--- src/rtl/matrix_pkg.sv ---
// Shared matrix definitions: controller state encoding, default sizes and
// a dimension legality helper, used by matrix_input_ctrl and matrix_storage.
package matrix_pkg;

  localparam int MAX_DIM_DEF    = 5;
  localparam int ELEM_WIDTH_DEF = 8;
  localparam int DIM_W          = 4;
  localparam int CNT_W          = 5;

  typedef enum logic [2:0] {
    ST_IDLE      = 3'd0,
    ST_OPEN      = 3'd1,
    ST_FILL      = 3'd2,
    ST_PAD       = 3'd3,
    ST_DRAIN     = 3'd4,
    ST_WAIT_DONE = 3'd5
  } mic_state_t;

  // A dimension is legal when it lies in 1..max_d.
  function automatic logic dim_legal(input logic [DIM_W-1:0] d,
                                     input logic [DIM_W-1:0] max_d);
    return (d != '0) && (d <= max_d);
  endfunction

endpackage

--- src/rtl/matrix_input_ctrl_idle_timer.sv ---
// Counts consecutive idle cycles; expired is high on the TIMEOUT_CYC-th
// consecutive tick cycle since the last clear.
module idle_timer #(
  parameter int TIMEOUT_CYC = 1000
) (
  input  logic clk,
  input  logic rst,
  input  logic clear,
  input  logic tick,
  output logic expired
);

  localparam int CW = $clog2(TIMEOUT_CYC + 1);
  localparam logic [CW-1:0] LIMIT = CW'(TIMEOUT_CYC - 1);

  logic [CW-1:0] count;

  // Idle counter: cleared by the owner, saturates at the limit.
  always_ff @(posedge clk) begin
    if (rst || clear) begin
      count <= '0;
    end else if (tick && (count != LIMIT)) begin
      count <= count + CW'(1);
    end
  end

  assign expired = tick && (count == LIMIT);

endmodule

--- src/rtl/matrix_input_ctrl.sv ---
// Matrix input controller: accepts an m x n matrix entry from the parser,
// forwards exactly m*n elements to storage, zero-padding short input and
// discarding surplus input, then waits for storage to finish.
// Handshake: a beat transfers on a rising clk edge when in_valid and
// in_ready are both high; in_data/in_last are only meaningful with in_valid.
module matrix_input_ctrl
  import matrix_pkg::*;
#(
  parameter int MAX_DIM     = MAX_DIM_DEF,
  parameter int ELEM_WIDTH  = ELEM_WIDTH_DEF,
  parameter int ELEM_MAX    = 9,
  parameter int TIMEOUT_CYC = 1000
) (
  input  logic                  clk,
  input  logic                  rst,
  input  logic                  start,
  input  logic [3:0]            cfg_m,
  input  logic [3:0]            cfg_n,
  input  logic [ELEM_WIDTH-1:0] in_data,
  input  logic                  in_valid,
  input  logic                  in_last,
  output logic                  in_ready,
  output logic                  st_wen,
  output logic [3:0]            st_m,
  output logic [3:0]            st_n,
  output logic [ELEM_WIDTH-1:0] st_elem,
  output logic                  st_elem_valid,
  input  logic                  st_input_done,
  output logic                  busy,
  output logic                  done,
  output logic                  err_dim,
  output logic                  err_elem,
  output logic                  padded,
  output logic                  truncated
);

  localparam logic [DIM_W-1:0]      MAX_DIM_L  = DIM_W'(MAX_DIM);
  localparam logic [ELEM_WIDTH-1:0] ELEM_MAX_L = ELEM_WIDTH'(ELEM_MAX);

  mic_state_t state, state_n;
  logic [CNT_W-1:0] cnt, cnt_n, target, target_n, cnt_inc;
  logic [3:0] st_m_n, st_n_n;
  logic [ELEM_WIDTH-1:0] st_elem_n;
  logic in_ready_n, st_wen_n, st_elem_valid_n, busy_n, done_n;
  logic err_dim_n, err_elem_n, padded_n, truncated_n;
  logic accept, tmr_clear, tmr_tick, tmr_expired;

  assign accept    = in_valid && in_ready;
  assign cnt_inc   = cnt + CNT_W'(1);
  assign tmr_tick  = (state == ST_FILL) || (state == ST_DRAIN);
  // Clearing on the last cycle of a state makes the count start at zero on entry.
  assign tmr_clear = accept || (state_n != state);

  idle_timer #(.TIMEOUT_CYC(TIMEOUT_CYC)) u_idle_timer (
    .clk     (clk),
    .rst     (rst),
    .clear   (tmr_clear),
    .tick    (tmr_tick),
    .expired (tmr_expired)
  );

  // State and output registers; every output is a flop.
  always_ff @(posedge clk) begin
    if (rst) begin
      state         <= ST_IDLE;
      cnt           <= '0;
      target        <= '0;
      in_ready      <= 1'b0;
      st_wen        <= 1'b0;
      st_m          <= '0;
      st_n          <= '0;
      st_elem       <= '0;
      st_elem_valid <= 1'b0;
      busy          <= 1'b0;
      done          <= 1'b0;
      err_dim       <= 1'b0;
      err_elem      <= 1'b0;
      padded        <= 1'b0;
      truncated     <= 1'b0;
    end else begin
      state         <= state_n;
      cnt           <= cnt_n;
      target        <= target_n;
      in_ready      <= in_ready_n;
      st_wen        <= st_wen_n;
      st_m          <= st_m_n;
      st_n          <= st_n_n;
      st_elem       <= st_elem_n;
      st_elem_valid <= st_elem_valid_n;
      busy          <= busy_n;
      done          <= done_n;
      err_dim       <= err_dim_n;
      err_elem      <= err_elem_n;
      padded        <= padded_n;
      truncated     <= truncated_n;
    end
  end

  // Next-state and next-output decode.
  always_comb begin
    state_n         = state;
    cnt_n           = cnt;
    target_n        = target;
    st_m_n          = st_m;
    st_n_n          = st_n;
    st_elem_n       = st_elem;
    st_elem_valid_n = 1'b0;
    err_elem_n      = 1'b0;
    err_dim_n       = 1'b0;
    done_n          = 1'b0;
    padded_n        = padded;
    truncated_n     = truncated;
    case (state)
      ST_IDLE: begin
        if (start) begin
          if (dim_legal(cfg_m, MAX_DIM_L) && dim_legal(cfg_n, MAX_DIM_L)) begin
            st_m_n      = cfg_m;
            st_n_n      = cfg_n;
            // 5-bit operands keep the full product (at most 25).
            target_n    = {1'b0, cfg_m} * {1'b0, cfg_n};
            cnt_n       = '0;
            padded_n    = 1'b0;
            truncated_n = 1'b0;
            state_n     = ST_OPEN;
          end else begin
            err_dim_n = 1'b1;
          end
        end
      end
      ST_OPEN: state_n = ST_FILL;
      ST_FILL: begin
        if (accept) begin
          st_elem_valid_n = 1'b1;
          cnt_n           = cnt_inc;
          if (in_data > ELEM_MAX_L) begin
            st_elem_n  = '0;
            err_elem_n = 1'b1;
          end else begin
            st_elem_n = in_data;
          end
          if (cnt_inc == target) begin
            if (in_last) begin
              state_n = ST_WAIT_DONE;
            end else begin
              state_n     = ST_DRAIN;
              truncated_n = 1'b1;
            end
          end else if (in_last) begin
            state_n  = ST_PAD;
            padded_n = 1'b1;
          end
        end else if (tmr_expired) begin
          state_n  = ST_PAD;
          padded_n = 1'b1;
        end
      end
      ST_PAD: begin
        if (cnt < target) begin
          st_elem_valid_n = 1'b1;
          st_elem_n       = '0;
          cnt_n           = cnt_inc;
          if (cnt_inc == target) state_n = ST_WAIT_DONE;
        end else begin
          state_n = ST_WAIT_DONE;
        end
      end
      ST_DRAIN: begin
        if ((accept && in_last) || (!accept && tmr_expired)) state_n = ST_WAIT_DONE;
      end
      ST_WAIT_DONE: begin
        if (st_input_done) begin
          done_n  = 1'b1;
          state_n = ST_IDLE;
        end
      end
      default: state_n = ST_IDLE;
    endcase
    in_ready_n = (state_n == ST_FILL) || (state_n == ST_DRAIN);
    busy_n     = (state_n != ST_IDLE);
    st_wen_n   = (state_n == ST_OPEN);
  end

endmodule

--- config.mk ---
export PLATFORM = sky130hd
export DESIGN_NAME = matrix_input_ctrl
export DESIGN_NICKNAME = d
export VERILOG_FILES = /design/src/rtl/matrix_pkg.sv /design/src/rtl/matrix_input_ctrl_idle_timer.sv /design/src/rtl/matrix_input_ctrl.sv
export SDC_FILE = /design/constraint.sdc
export NUM_CORES = 1
export LEC_CHECK = 0
export ABC_AREA = 1
export CORE_MARGIN = 3
export CORE_UTILIZATION = 47
export DETAILED_ROUTE_END_ITERATION = 8
export PLACE_DENSITY_LB_ADDON = 0.12
export REMOVE_ABC_BUFFERS = 1
export SYNTH_ARGS = -nofsm -noshare
export SYNTH_HDL_FRONTEND = slang
export SYNTH_SLANG_ARGS = --single-unit
--- constraint.sdc ---
create_clock -name clk -period 3.2 [get_ports clk]
set_input_delay 0.96 -clock clk [delete_from_list [all_inputs] [get_ports clk]]
set_output_delay 0.96 -clock clk [all_outputs]
set_load 0.1 [all_outputs]
Word-level counts from Yosys, hierarchy flattened. Index checks and enable logic that the tools add are counted. W data, S select, Z words.

Shift operators: 0. Equal/unequal tests: 21. $lt $le $gt $ge: 4. Mux-type cells: 38. $mul: 1. Add/subtract/negate cells: 2. Bitwise logic cells: 5. Divide/modulo/power cells: 0. Reductions and logical operators: 29.

Operator list (number): $mux W3 (10); $mux W8 (3); $mux W5 (4); $pmux W3 S6 (1); $pmux W8 S2 (1); $mux W1 (15); $pmux W5 S3 (1); $reduce_and A6 Y1 (2); $add A10 B1 Y10 const B (1); $eq A10 B10 Y1 const B (1); $ne A10 B10 Y1 const B (1); $ne A2 B2 Y1 const B (5); $eq A3 B2 Y1 const B (3); $eq A3 B3 Y1 const B (3); $ne A3 B3 Y1 const B (3); $gt A8 B4 Y1 const B (1); $le A4 B3 Y1 const B (2); $logic_and A1 B1 Y1 (8); $reduce_bool A4 Y1 (2); $eq A3 B1 Y1 const B (2); $pmux W1 S2 (3); $reduce_and A3 Y1 (2); $reduce_bool A3 Y1 (2); $reduce_or A3 Y1 (2); 13 further kinds (22).

Memory bits (writable): 0. Input bits: 22. Output and inout port bits: 25. Flip-flop bits (word level): 48. Memories kept: 0. ROM bits: 0. Bits in latches: 0.

Longest topological paths before layout. Gate-level depths: netlist (run 1).

Depth after elaboration: 10. Gate-level depth with buffers: 14. Mapped depth without buffers: 14.

Hierarchy. Synthesis (run 1) repeated with hierarchy kept, for this count alone.

Cell total of the unflattened synthesis: 386. Area, all modules: 2638.8 um2.

Modules (own cells, without submodules): matrix_input_ctrl (seq. area each 760.7 um2, times used 1, area each 2015.7 um2, cells each 291); idle_timer (seq. area each 200.2 um2, times used 1, area each 623.1 um2, cells each 95).

Worst setup path before layout (run 1). OpenSTA, ideal clock, no wires.

Path type: input-to-reg. From: input port cfg_m[0]. To: register target[4]. Buffers on the path: 0. Arrival time: 3.080 ns. Stages: 9. Setup time: 0.122 ns. Slack: -0.002 ns. Required time: 3.078 ns. Path through: nand2_1 > fa_1 > fa_1 > inv_1 > fa_1 > xnor2_1 > xor2_1 > xor2_1 > a21oi_1.

Cells in the longest elaborated chain, start to end: 4. Elaborated cells between the ends (all ways): 6. Those cells by class: mul (1); order compare (1); reduce/logical (4).

RTL lines: start, declared (line matrix_input_ctrl.sv:17) `input logic [3:0] cfg_m,`; branches (longest 4 deep; another with $mul A4 B4 Y5); end signal, assigned (line matrix_input_ctrl.sv:83) `target <= target_n;`; end, declared (line matrix_input_ctrl.sv:41) `logic [CNT_W-1:0] cnt, cnt_n, target, target_n, cnt_inc;`.

Parallel ways; which one is timed is not known. A chain may end at the register's enable or synchronous reset.

Worst setup path after layout (run 1).
From: input port cfg_m[1]. To: register target[4].

The elaborated chain is that of the path after synthesis.

==> results of run 1 <==
sequential cells by signal (all words and copies together) (netlist names):
| register | flops |
|---|---|
| busy | 1 |
| cnt | 5 |
| done | 1 |
| err_dim | 1 |
| err_elem | 1 |
| in_ready | 1 |
| padded | 1 |
| st_elem | 8 |
| st_elem_valid | 1 |
| st_m | 4 |
| st_n | 4 |
| st_wen | 1 |
| state | 3 |
| target | 5 |
| truncated | 1 |
| u_idle_timer.count | 10 |
power groups by stage:
stage          combinational, mW  sequential [mW]  clock, mW
6_report                   0.202            0.617      0.532
3_3_place_gp               0.198            0.631          0
3_5_place_dp               0.202            0.631          0
2_1_floorplan             0.0957            0.663          0
5_1_grt                    0.225            0.619      0.563
4_1_cts                    0.203            0.617      0.541
logic make-up after synthesis:
logic type / Yosys count / share of synthesized area [%]
XOR/XNOR: 14 / 4.77
multiplexers: 1 / 0.389
AO/OA/AOI/OAI: 41 / 8.07
AND/OR/NAND/NOR: 176 / 33.7
adder cells (fa/ha/maj): 14 / 7.68
buffers and inverters: 55 / 8.07
flip-flops: 48 / 37.4
metal layers:
layer / GRT usage (%) / vias up / share of wire [%]
met5: 0 / - / 0
li1: - / 1215 / -
met3: 5.42 / 5 / 7.8
met2: 29.6 / 58 / 43
met4: 5.57 / 0 / 1.0
met1: 24.9 / 1032 / 48
worst min-delay path, cell delays in order (launching register included):
cell     delay (ns)
dfxtp_1        0.32
nand2_1        0.06
nor2_1         0.04
placed cells by master (no fill, tap or decap):
cell / n
clkbuf_8: 5
nand3_4: 1
clkdlybuf4s50_1: 15
and3_1: 2
nand3_2: 4
xnor2_2: 1
xnor2_1: 3
nor4_1: 1
nand4_1: 6
o21ai_0: 22
inv_1: 45
inv_2: 5
fa_1: 2
ha_1: 11
xor2_1: 10
bufinv_16: 2
or2_2: 1
nand3_1: 22
nand2_2: 11
mux2i_1: 1
a21oi_1: 18
nor2_4: 3
nor2_2: 17
nor3_1: 4
nand2_4: 2
fa_2: 1
nor3_2: 1
nand2_1: 67
nor2_1: 34
buf_4: 34
dfxtp_1: 48
dlygate4sd2_1: 6
inv_6: 1
o21a_1: 1
cell type report:
| class | count | area (um2) |
|---|---|---|
| Inverter | 50 | 188 |
| Multi-Input combinational cell | 246 | 1420 |
| Clock buffer | 5 | 68.8 |
| Fill cell | 498 | 1950 |
| Timing Repair Buffer | 55 | 458 |
| Tap cell | 70 | 87.6 |
| Clock inverter | 3 | 68.8 |
| Sequential cell | 48 | 961 |
worst min path at each step:
stage          slack, ns  depth (start not counted)          to  startpoint
2_1_floorplan       0.46                          2   target[0]   target[0]
3_3_place_gp        0.43                          2  st_elem[4]  st_elem[4]
3_5_place_dp        0.43                          2     st_n[3]     st_n[3]
4_1_cts             0.45                          2     st_n[3]     st_n[3]
5_1_grt             0.47                          2     st_n[3]     st_n[3]
6_report            0.45                          2     st_n[3]     st_n[3]
stage by stage:
stage               util [%]  worst slack [ns]  instance area (um2)  hold WS (ns)
floorplan                  -          -0.00164                 2550         0.457
global placement        59.7            -0.550                 3110         0.433
detailed placement      59.7            -0.620                 3110         0.431
CTS                     62.5            0.0938                 3250         0.446
global route            62.5           0.00787                 3250         0.469
finish                  62.5             0.109                 3250         0.446
==> impl_metrics.json, run 1 <==
{
  "post_route_drc_violation_count": 0,
  "via_count_of_the_first_global_routing_pass": 2228,
  "antenna_found_initial": 0,
  "power.switching_fraction_pct": 26.1,
  "final.period_utilization_pct": 96.6,
  "initial_utilization_pct": 49.4,
  "io_pins": 47,
  "track_usage_pct": 18.8,
  "via_count": 2310,
  "clkPwrFrac_pct": 39.4,
  "cp_cell_sequence": "dlygate4sd2_1 > buf_4 > nand2_1 > inv_1 > ha_1 > ha_1 > ha_1 > fa_2 > xnor2_2 > xor2_1 > xor2_1 > a21oi_1",
  "final_period_minus_worst_setup_slack_ns": 3.09,
  "route.detailed.wl_per_inst_um": 11.5,
  "largest_fanout_on_the_critical_path": 6,
  "cp.required_ns": 3.39,
  "synth-warning-count": 0,
  "fp-row-count": 26,
  "grt_setup_unrepaired": "no",
  "finalSetupTns_ns": 0,
  "critPathKind": "in -> reg",
  "internal_power_mw": 0.999,
  "grt_first_pass_wirelength_um": 9590,
  "clkSinkCount": 48,
  "power.share.combinational_pct": 14.9,
  "yosys-top-cells-area": "dfxtp_1, nand2_1, inv_1",
  "worstSetupEndpoint": "target[4]",
  "slew_headroom_pct": 77.1,
  "power_mw": 1.35,
  "drt_first_iter_violations": 112,
  "dpl.hpwl_um": 4280,
  "gp_congestion": 0.878,
  "cts_hold_repair.buffers": 0,
  "io_port_bufs": 46,
  "cts_resized": 10,
  "leakagePower_nw": 1.51,
  "crit_cells": 12,
  "synthDominantAreaCellType": "dfxtp_1",
  "r2r_slack_ns": 1.18,
  "wl_um": 5500,
  "final_std_cells_w_o_fill": 477,
  "timing.rr.start": "cnt[2]",
  "cp_slowest_stage_delay_ns": 0.40,
  "cp_top_family": "adder cells",
  "worstPathBufferInverterCount": 3,
  "die_area_um2": 6400,
  "total_switching_power_mw": 0.352,
  "worstPathArrival_ns": 3.28,
  "cts_setup_buffers": 0,
  "timing.fmax_mhz": 324,
  "clk_transition_reported_paths_ns": 0.10,
  "cpMostUsedCell": "ha_1",
  "run_status": "completed",
  "viasPerCell": 4.84,
  "die_width_um": 80.0,
  "clockRootBuffer": "clkbuf_8",
  "core_area_um2": 5200,
  "clockBufferDepth": 2,
  "synth-edff-count": 0,
  "cts_inserted_buffers": 5,
  "yosys.cell_count.top_type": "nand2_1",
  "synth.cells.most_frequent": "nand2_1, dfxtp_1, inv_1, nor2_1",
  "dominantRegCellSynth": "dfxtp_1",
  "tritoncts": "done",
  "clkLatencyLatePin_ns": 0.30,
  "critical_path.startpoint": "cfg_m[1]",
  "worst_clock_skew_ns": 0.00628,
  "cpMaxStageDelayCell": "fa_2",
  "nNetsFinal": 442,
  "drv_slew": 0,
  "setup-violations-final": 0,
  "yosysTopAreaCellShare_pct": 37.4,
  "grt-ovfl-total": 0,
  "synth_async_sr_flop_share_pct": 0,
  "mappedNetlistArea_um2": 2570,
  "flow.area_growth_from_synthesis_pct": 26.4,
  "antenna_cells": 0,
  "grt_start_max_net_pins": 17,
  "pwr-share-seq_pct": 45.7,
  "report.final.hold_viol_count": 0,
  "worst_max_slew_pin_slew_ns": 0.343,
  "detailedRoute.firstPassIterationCount": 4,
  "cts.htree.levels": 2,
  "worst_setup_path_end_kind": "flip-flop",
  "crit_path_start_kind": "input port",
  "worst_hold_path_type": "reg -> reg",
  "drive_above_1_share_pct": 21.9,
  "worstReg2RegEnd": "cnt[2]",
  "part_of_the_yosys_area_used_for_sequential_elements_pct": 37.4,
  "placedCellCount": 469,
  "maxCapViolations": 0,
  "synthesis.area_per_instance_um2": 7.37,
  "yosys_reg_bits": 48,
  "power.ir.vdd_worst_mv": 0.253,
  "die-height_um": 80.0,
  "power_density_nw_per_um2": 416,
  "distinct_cell_type_count_of_the_synthesized_netlist": 28,
  "synthesis.instances": 349,
  "drtAntennaViolNets": 0,
  "timing.reg2reg.worst_path_depth": 9
}
Power figures use the tool's default switching activity.
==> run 2: changes to the inputs <==
--- a/config.mk
+++ b/config.mk
@@ -6,7 +6,6 @@
 export NUM_CORES = 1
 export LEC_CHECK = 0
 export ABC_AREA = 1
-export CORE_MARGIN = 3
 export CORE_UTILIZATION = 47
 export DETAILED_ROUTE_END_ITERATION = 8
 export PLACE_DENSITY_LB_ADDON = 0.12
==> run 2 against run 1 <==
Net effect: clock power is essentially flat; largest cell class unchanged; routed wire length shrank 1.9%; register-to-register slack better by 0.02 ns; clock skew decreased by 0.0022 ns; sequential share of layout area fell by 0.091 points; combinational power about the same; die area shrank 9.8%; highest routed layer unchanged.
==> impl_metrics.json, run 2 (same netlist as run 1, synthesis figures left out) <==
{
  "run_status": "completed",
  "worst_setup_path_end_kind": "flip-flop",
  "dr.max_layer_used": "met4",
  "worst_max_slew_pin_slew_ns": 0.295,
  "core_area_um2": 5200,
  "drt_first_iter_violations": 101,
  "die-height_um": 76.0,
  "tritoncts": "done",
  "flow.area_growth_from_synthesis_pct": 26.8,
  "clk_transition_reported_paths_ns": 0.09,
  "drt-met1-wl_um": 2670,
  "final.period_utilization_pct": 95.6,
  "grt_start_max_net_pins": 17,
  "fp-row-count": 26,
  "grt-ovfl-total": 0,
  "cp.required_ns": 3.39,
  "critical_path.startpoint": "cfg_m[1]",
  "regArea_um2": 961,
  "worst_clock_skew_ns": 0.00411,
  "wl_um": 5390,
  "reg_top3": "u_idle_timer.count x10, st_elem x8",
  "via_count_of_the_first_global_routing_pass": 2180,
  "largest_fanout_on_the_critical_path": 6,
  "power_density_nw_per_um2": 414,
  "clkSinkCount": 48,
  "antenna_found_initial": 0,
  "r2r_slack_ns": 1.20,
  "cts.htree.levels": 2,
  "leakagePower_nw": 1.52,
  "worst_hold_slack_ns": 0.447,
  "mostFrequentLayoutCells": "nand2_1, dfxtp_1, inv_1",
  "gp_congestion": 0.851,
  "viasPerCell": 4.82,
  "worstReg2RegEnd": "u_idle_timer.count[1]",
  "largest_register": "u_idle_timer.count",
  "n_fill_cell": 496,
  "power.ir.vdd_worst_mv": 0.287,
  "report.final.hold_viol_count": 0,
  "post_route_drc_violation_count": 0,
  "grt_first_pass_wirelength_um": 9630,
  "number_of_flip_flops_in_the_largest_register": 10,
  "clockRootBuffer": "clkbuf_8",
  "die_area_um2": 5770,
  "multiInputGateArea_um2": 1410,
  "io_pins": 47,
  "track_usage_pct": 20.3,
  "grt_setup_unrepaired": "no",
  "most_common_cell_after_layout_fill_and_taps_aside": "nand2_1",
  "worstSetupEndpoint": "target[4]",
  "maxCapViolations": 0,
  "worst_hold_path_type": "reg -> reg",
  "power_mw": 1.35,
  "antenna_cells": 0,
  "via_count": 2308,
  "met3_length_um": 340,
  "drive_above_1_share_pct": 21.8,
  "clockBufferDepth": 2,
  "detailroute.wirelength.met2_um": 2350,
  "die_width_um": 76.0,
  "timing.reg2reg.worst_path_depth": 14,
  "timing.fmax_mhz": 327,
  "timing.rr.start": "cnt[0]",
  "worstPathArrival_ns": 3.25,
  "clkLatencyLatePin_ns": 0.30,
  "drtAntennaViolNets": 0,
  "cts_hold_repair.buffers": 0,
  "slew_headroom_pct": 80.2,
  "setup-violations-final": 0,
  "detailedRoute.firstPassIterationCount": 4,
  "io_port_bufs": 46,
  "drv_slew": 0,
  "route.detailed.wl_per_inst_um": 11.3,
  "dpl.hpwl_um": 4190,
  "crit_path_start_kind": "input port",
  "critPathKind": "in -> reg",
  "nNetsFinal": 444,
  "final_period_minus_worst_setup_slack_ns": 3.06,
  "initial_utilization_pct": 49.4,
  "cts_inserted_buffers": 5
}
-- run 2: cell types whose count changed in the layout (fill, tap and decap cells not counted) --
cell     delta
nand2_2     -2
nand2_1     +2
buf_4       +2
-- run 2: how the worst min path moves through the flow --
stage                           from          to  slack (ns)  cells after the start
after floorplan            target[0]   target[0]        0.46                      2
after global placement    st_elem[6]  st_elem[6]        0.43                      2
after detailed placement  st_elem[6]  st_elem[6]        0.43                      2
after CTS                 st_elem[6]  st_elem[6]        0.45                      2
after global routing      st_elem[5]  st_elem[5]        0.47                      2
final                     st_elem[7]  st_elem[7]        0.45                      2
-- run 2: power by group --
part	internal [mW]	switching, mW
Sequential	0.608	0.00921
Combinational	0.0775	0.124
Clock	0.315	0.217
-- run 2: per-layer routing --
metal	GRT usage, %	vias to the layer above
li1	-	1222
met1	26.5	1019
met2	33.0	63
met3	5.15	4
met4	6.35	0
met5	0	-
-- run 2: what timing repair did --
action                     4_1_cts  5_1_grt
resized for setup                8        0
setup endpoints to repair        1        0
setup buffers                    0        0
-- run 2: area by class of cell --
cell class	instances	share of cell area, %
tap	70	2.69
clock inverter	3	2.11
sequential	48	29.5
clock buffer	5	2.11
inverter	50	5.76
multi-input combinational	246	43.4
timing repair buffer	57	14.5
-- run 2: worst max-delay path: stages --
cell	delay, ns
dlygate4sd2_1	0.24
buf_4	0.15
nand2_1	0.06
inv_1	0.04
ha_1	0.28
ha_1	0.28
ha_1	0.23
fa_2	0.40
xnor2_2	0.17
xor2_1	0.19
xor2_1	0.16
a21oi_1	0.08
-- run 2: through the flow --
stage               util (%)  instance area [um2]  setup TNS [ns]  instances  worst slack (ns)
floorplan                  -                 2550        -0.00164        344          -0.00164
global route            62.6                 3260               0        479            0.0148
global placement        60.0                 3120          -0.777        471            -0.553
CTS                     62.6                 3260               0        479             0.149
detailed placement      60.0                 3120          -0.825        471            -0.589
finish                  62.6                 3260               0        479             0.141
==> run 3: changes to the inputs <==
--- a/config.mk
+++ b/config.mk
@@ -6,7 +6,9 @@
 export NUM_CORES = 1
 export LEC_CHECK = 0
 export ABC_AREA = 1
+export CAP_MARGIN = 5
 export CORE_UTILIZATION = 47
+export CTS_BUF_LIST = sky130_fd_sc_hd__clkbuf_16
 export DETAILED_ROUTE_END_ITERATION = 8
 export PLACE_DENSITY_LB_ADDON = 0.12
 export REMOVE_ABC_BUFFERS = 1
==> run 3 against run 2 <==
Net effect: clock power increased by 29%; largest power group is now the clock network; cell count unchanged; combinational power about the same; final area increased by 1.8%; worst hold slack got worse by 0.0026 ns; flip-flop and latch count unchanged; routed wire length increased by 0.52%; global-route usage increased by 0.28 points; sequential share of layout area decreased by 0.52 points.
==> impl_metrics.json, run 3 (same netlist as run 1, synthesis figures left out) <==
{
  "run_status": "completed",
  "timing.rr.start": "cnt[0]",
  "maxCapViolations": 0,
  "setup-violations-final": 0,
  "leakagePower_nw": 1.54,
  "io_pins": 47,
  "clockRootBuffer": "clkbuf_16",
  "route.detailed.wl_per_inst_um": 11.3,
  "drt_first_iter_violations": 93,
  "multiInputGateArea_um2": 1420,
  "hp-start": "st_elem[6]",
  "number_of_flip_flops_in_the_largest_register": 10,
  "flow.area_growth_from_synthesis_pct": 29.0,
  "detailedRoute.firstPassIterationCount": 6,
  "grt-ovfl-total": 0,
  "track_usage_pct": 20.6,
  "final_std_cells_w_o_fill": 479,
  "drive_above_1_share_pct": 22.0,
  "io_port_bufs": 46,
  "worstPathArrival_ns": 3.25,
  "via_count": 2307,
  "worst_hold_path_type": "reg -> reg",
  "place_area_um2": 3120,
  "gp_congestion": 0.851,
  "tritoncts": "done",
  "worst_clock_skew_ns": 0.00279,
  "cts_setup_buffers": 0,
  "n_fill_cell": 488,
  "clkSinkCount": 48,
  "antenna_cells": 0,
  "grt_setup_unrepaired": "no",
  "finalSetupTns_ns": 0,
  "die_width_um": 76.0,
  "grt_start_max_net_pins": 17,
  "post_route_drc_violation_count": 0,
  "most_common_cell_after_layout_fill_and_taps_aside": "nand2_1",
  "timing.fmax_mhz": 324,
  "largest_fanout_on_the_critical_path": 6,
  "worst_hold_path.num_cells": 2,
  "crit_path_start_kind": "input port",
  "worst_setup_path_end_kind": "flip-flop",
  "cpMaxStageDelayCell": "fa_2",
  "post-place-ws_ns": -0.589,
  "power.ir.vdd_worst_mv": 0.315,
  "report.final.hold_viol_count": 0,
  "mostFrequentLayoutCells": "nand2_1, dfxtp_1, inv_1",
  "drv_slew": 0,
  "wl_um": 5420,
  "clkLatencyLatePin_ns": 0.28,
  "worst_max_slew_pin_slew_ns": 0.294,
  "fp-row-count": 26,
  "cp_slowest_stage_delay_ns": 0.40,
  "dpl.hpwl_um": 4190,
  "viasPerCell": 4.82,
  "placedCellCount": 471,
  "cts_hold_repair.buffers": 0,
  "die_area_um2": 5770,
  "die-height_um": 76.0,
  "stdcell_area_um2": 3320,
  "drtAntennaViolNets": 0,
  "final.period_utilization_pct": 96.5,
  "clk_transition_reported_paths_ns": 0.07,
  "final_period_minus_worst_setup_slack_ns": 3.09,
  "largest_register": "u_idle_timer.count",
  "slew_headroom_pct": 80.2,
  "clockBufferDepth": 2,
  "via_count_of_the_first_global_routing_pass": 2192,
  "cts.htree.levels": 2,
  "core_area_um2": 5200,
  "regArea_um2": 961,
  "antenna_found_initial": 0,
  "cpMostUsedCell": "ha_1",
  "cp_cell_sequence": "dlygate4sd2_1 > buf_4 > nand2_1 > inv_1 > ha_1 > ha_1 > ha_1 > fa_2 > xnor2_2 > xor2_1 > xor2_1 > a21oi_1",
  "grt_first_pass_wirelength_um": 9700,
  "setup_ws_ns": 0.111,
  "critPathKind": "in -> reg",
  "timing.reg2reg.worst_path_depth": 14,
  "reg_top3": "u_idle_timer.count x10, st_elem x8",
  "worst_hold_slack_ns": 0.444,
  "power_density_nw_per_um2": 453,
  "initial_utilization_pct": 49.4,
  "cts_inserted_buffers": 5,
  "critical_path.startpoint": "cfg_n[1]",
  "cp.required_ns": 3.36,
  "nNetsFinal": 444
}
## run 3: changes by cell type in the layout (fill, tap and decap cells not counted)
cell	change
clkbuf_8	-5
nand2_1	-1
nand2_2	+1
clkbuf_16	+5
## run 3: layout make-up
| cell class | count | area share, % |
|---|---|---|
| Tap cell | 70 | 2.64 |
| Timing Repair Buffer | 57 | 14.2 |
| Sequential cell | 48 | 28.9 |
| Inverter | 50 | 5.65 |
| Multi-Input combinational cell | 246 | 42.7 |
| Clock inverter | 3 | 2.07 |
| Clock buffer | 5 | 3.77 |
## run 3: final timing paths
check / to / slack (ns)
worst max-delay path: target[4] / 0.11
worst min-delay path: st_elem[6] / 0.44
worst max register to register: u_idle_timer.count[1] / 1.20
worst min register to register: st_elem[6] / 0.44
## run 3: report_power, final
part	switching (mW)	total, mW	internal, mW
clock	0.233	0.684	0.451
sequential	0.00925	0.617	0.608
combinational	0.124	0.202	0.0776
## run 3: critical path: cells and delay by family
| kind | cells | cell delay, ns |
|---|---|---|
| AO/OA/AOI/OAI | 1 | 0.08 |
| XOR/XNOR | 3 | 0.52 |
| adder cells (fa/ha/maj) | 4 | 1.19 |
| buffers and inverters | 3 | 0.45 |
| AND/OR/NAND/NOR | 1 | 0.05 |
## run 3: per-stage QoR
step | total power, mW | utilization [%]
2_1_floorplan | 0.759 | -
3_3_place_gp | 0.831 | 60.0
3_5_place_dp | 0.834 | 60.0
4_1_cts | 1.52 | 63.7
5_1_grt | 1.57 | 63.8
6_report | 1.50 | 63.8
## run 3: what timing repair did
action | 4_1_cts | 5_1_grt
resized for setup | 8 | 1
setup endpoints to repair | 1 | 1
pin swaps | 7 | 0
## run 3: per-layer routing
metal	vias up	GRT usage, %	wire (um)
met2	66	33.6	2400
met3	2	6.59	349
met1	1015	26.4	2640
met4	0	5.19	29
li1	1224	-	-
met5	-	0	0
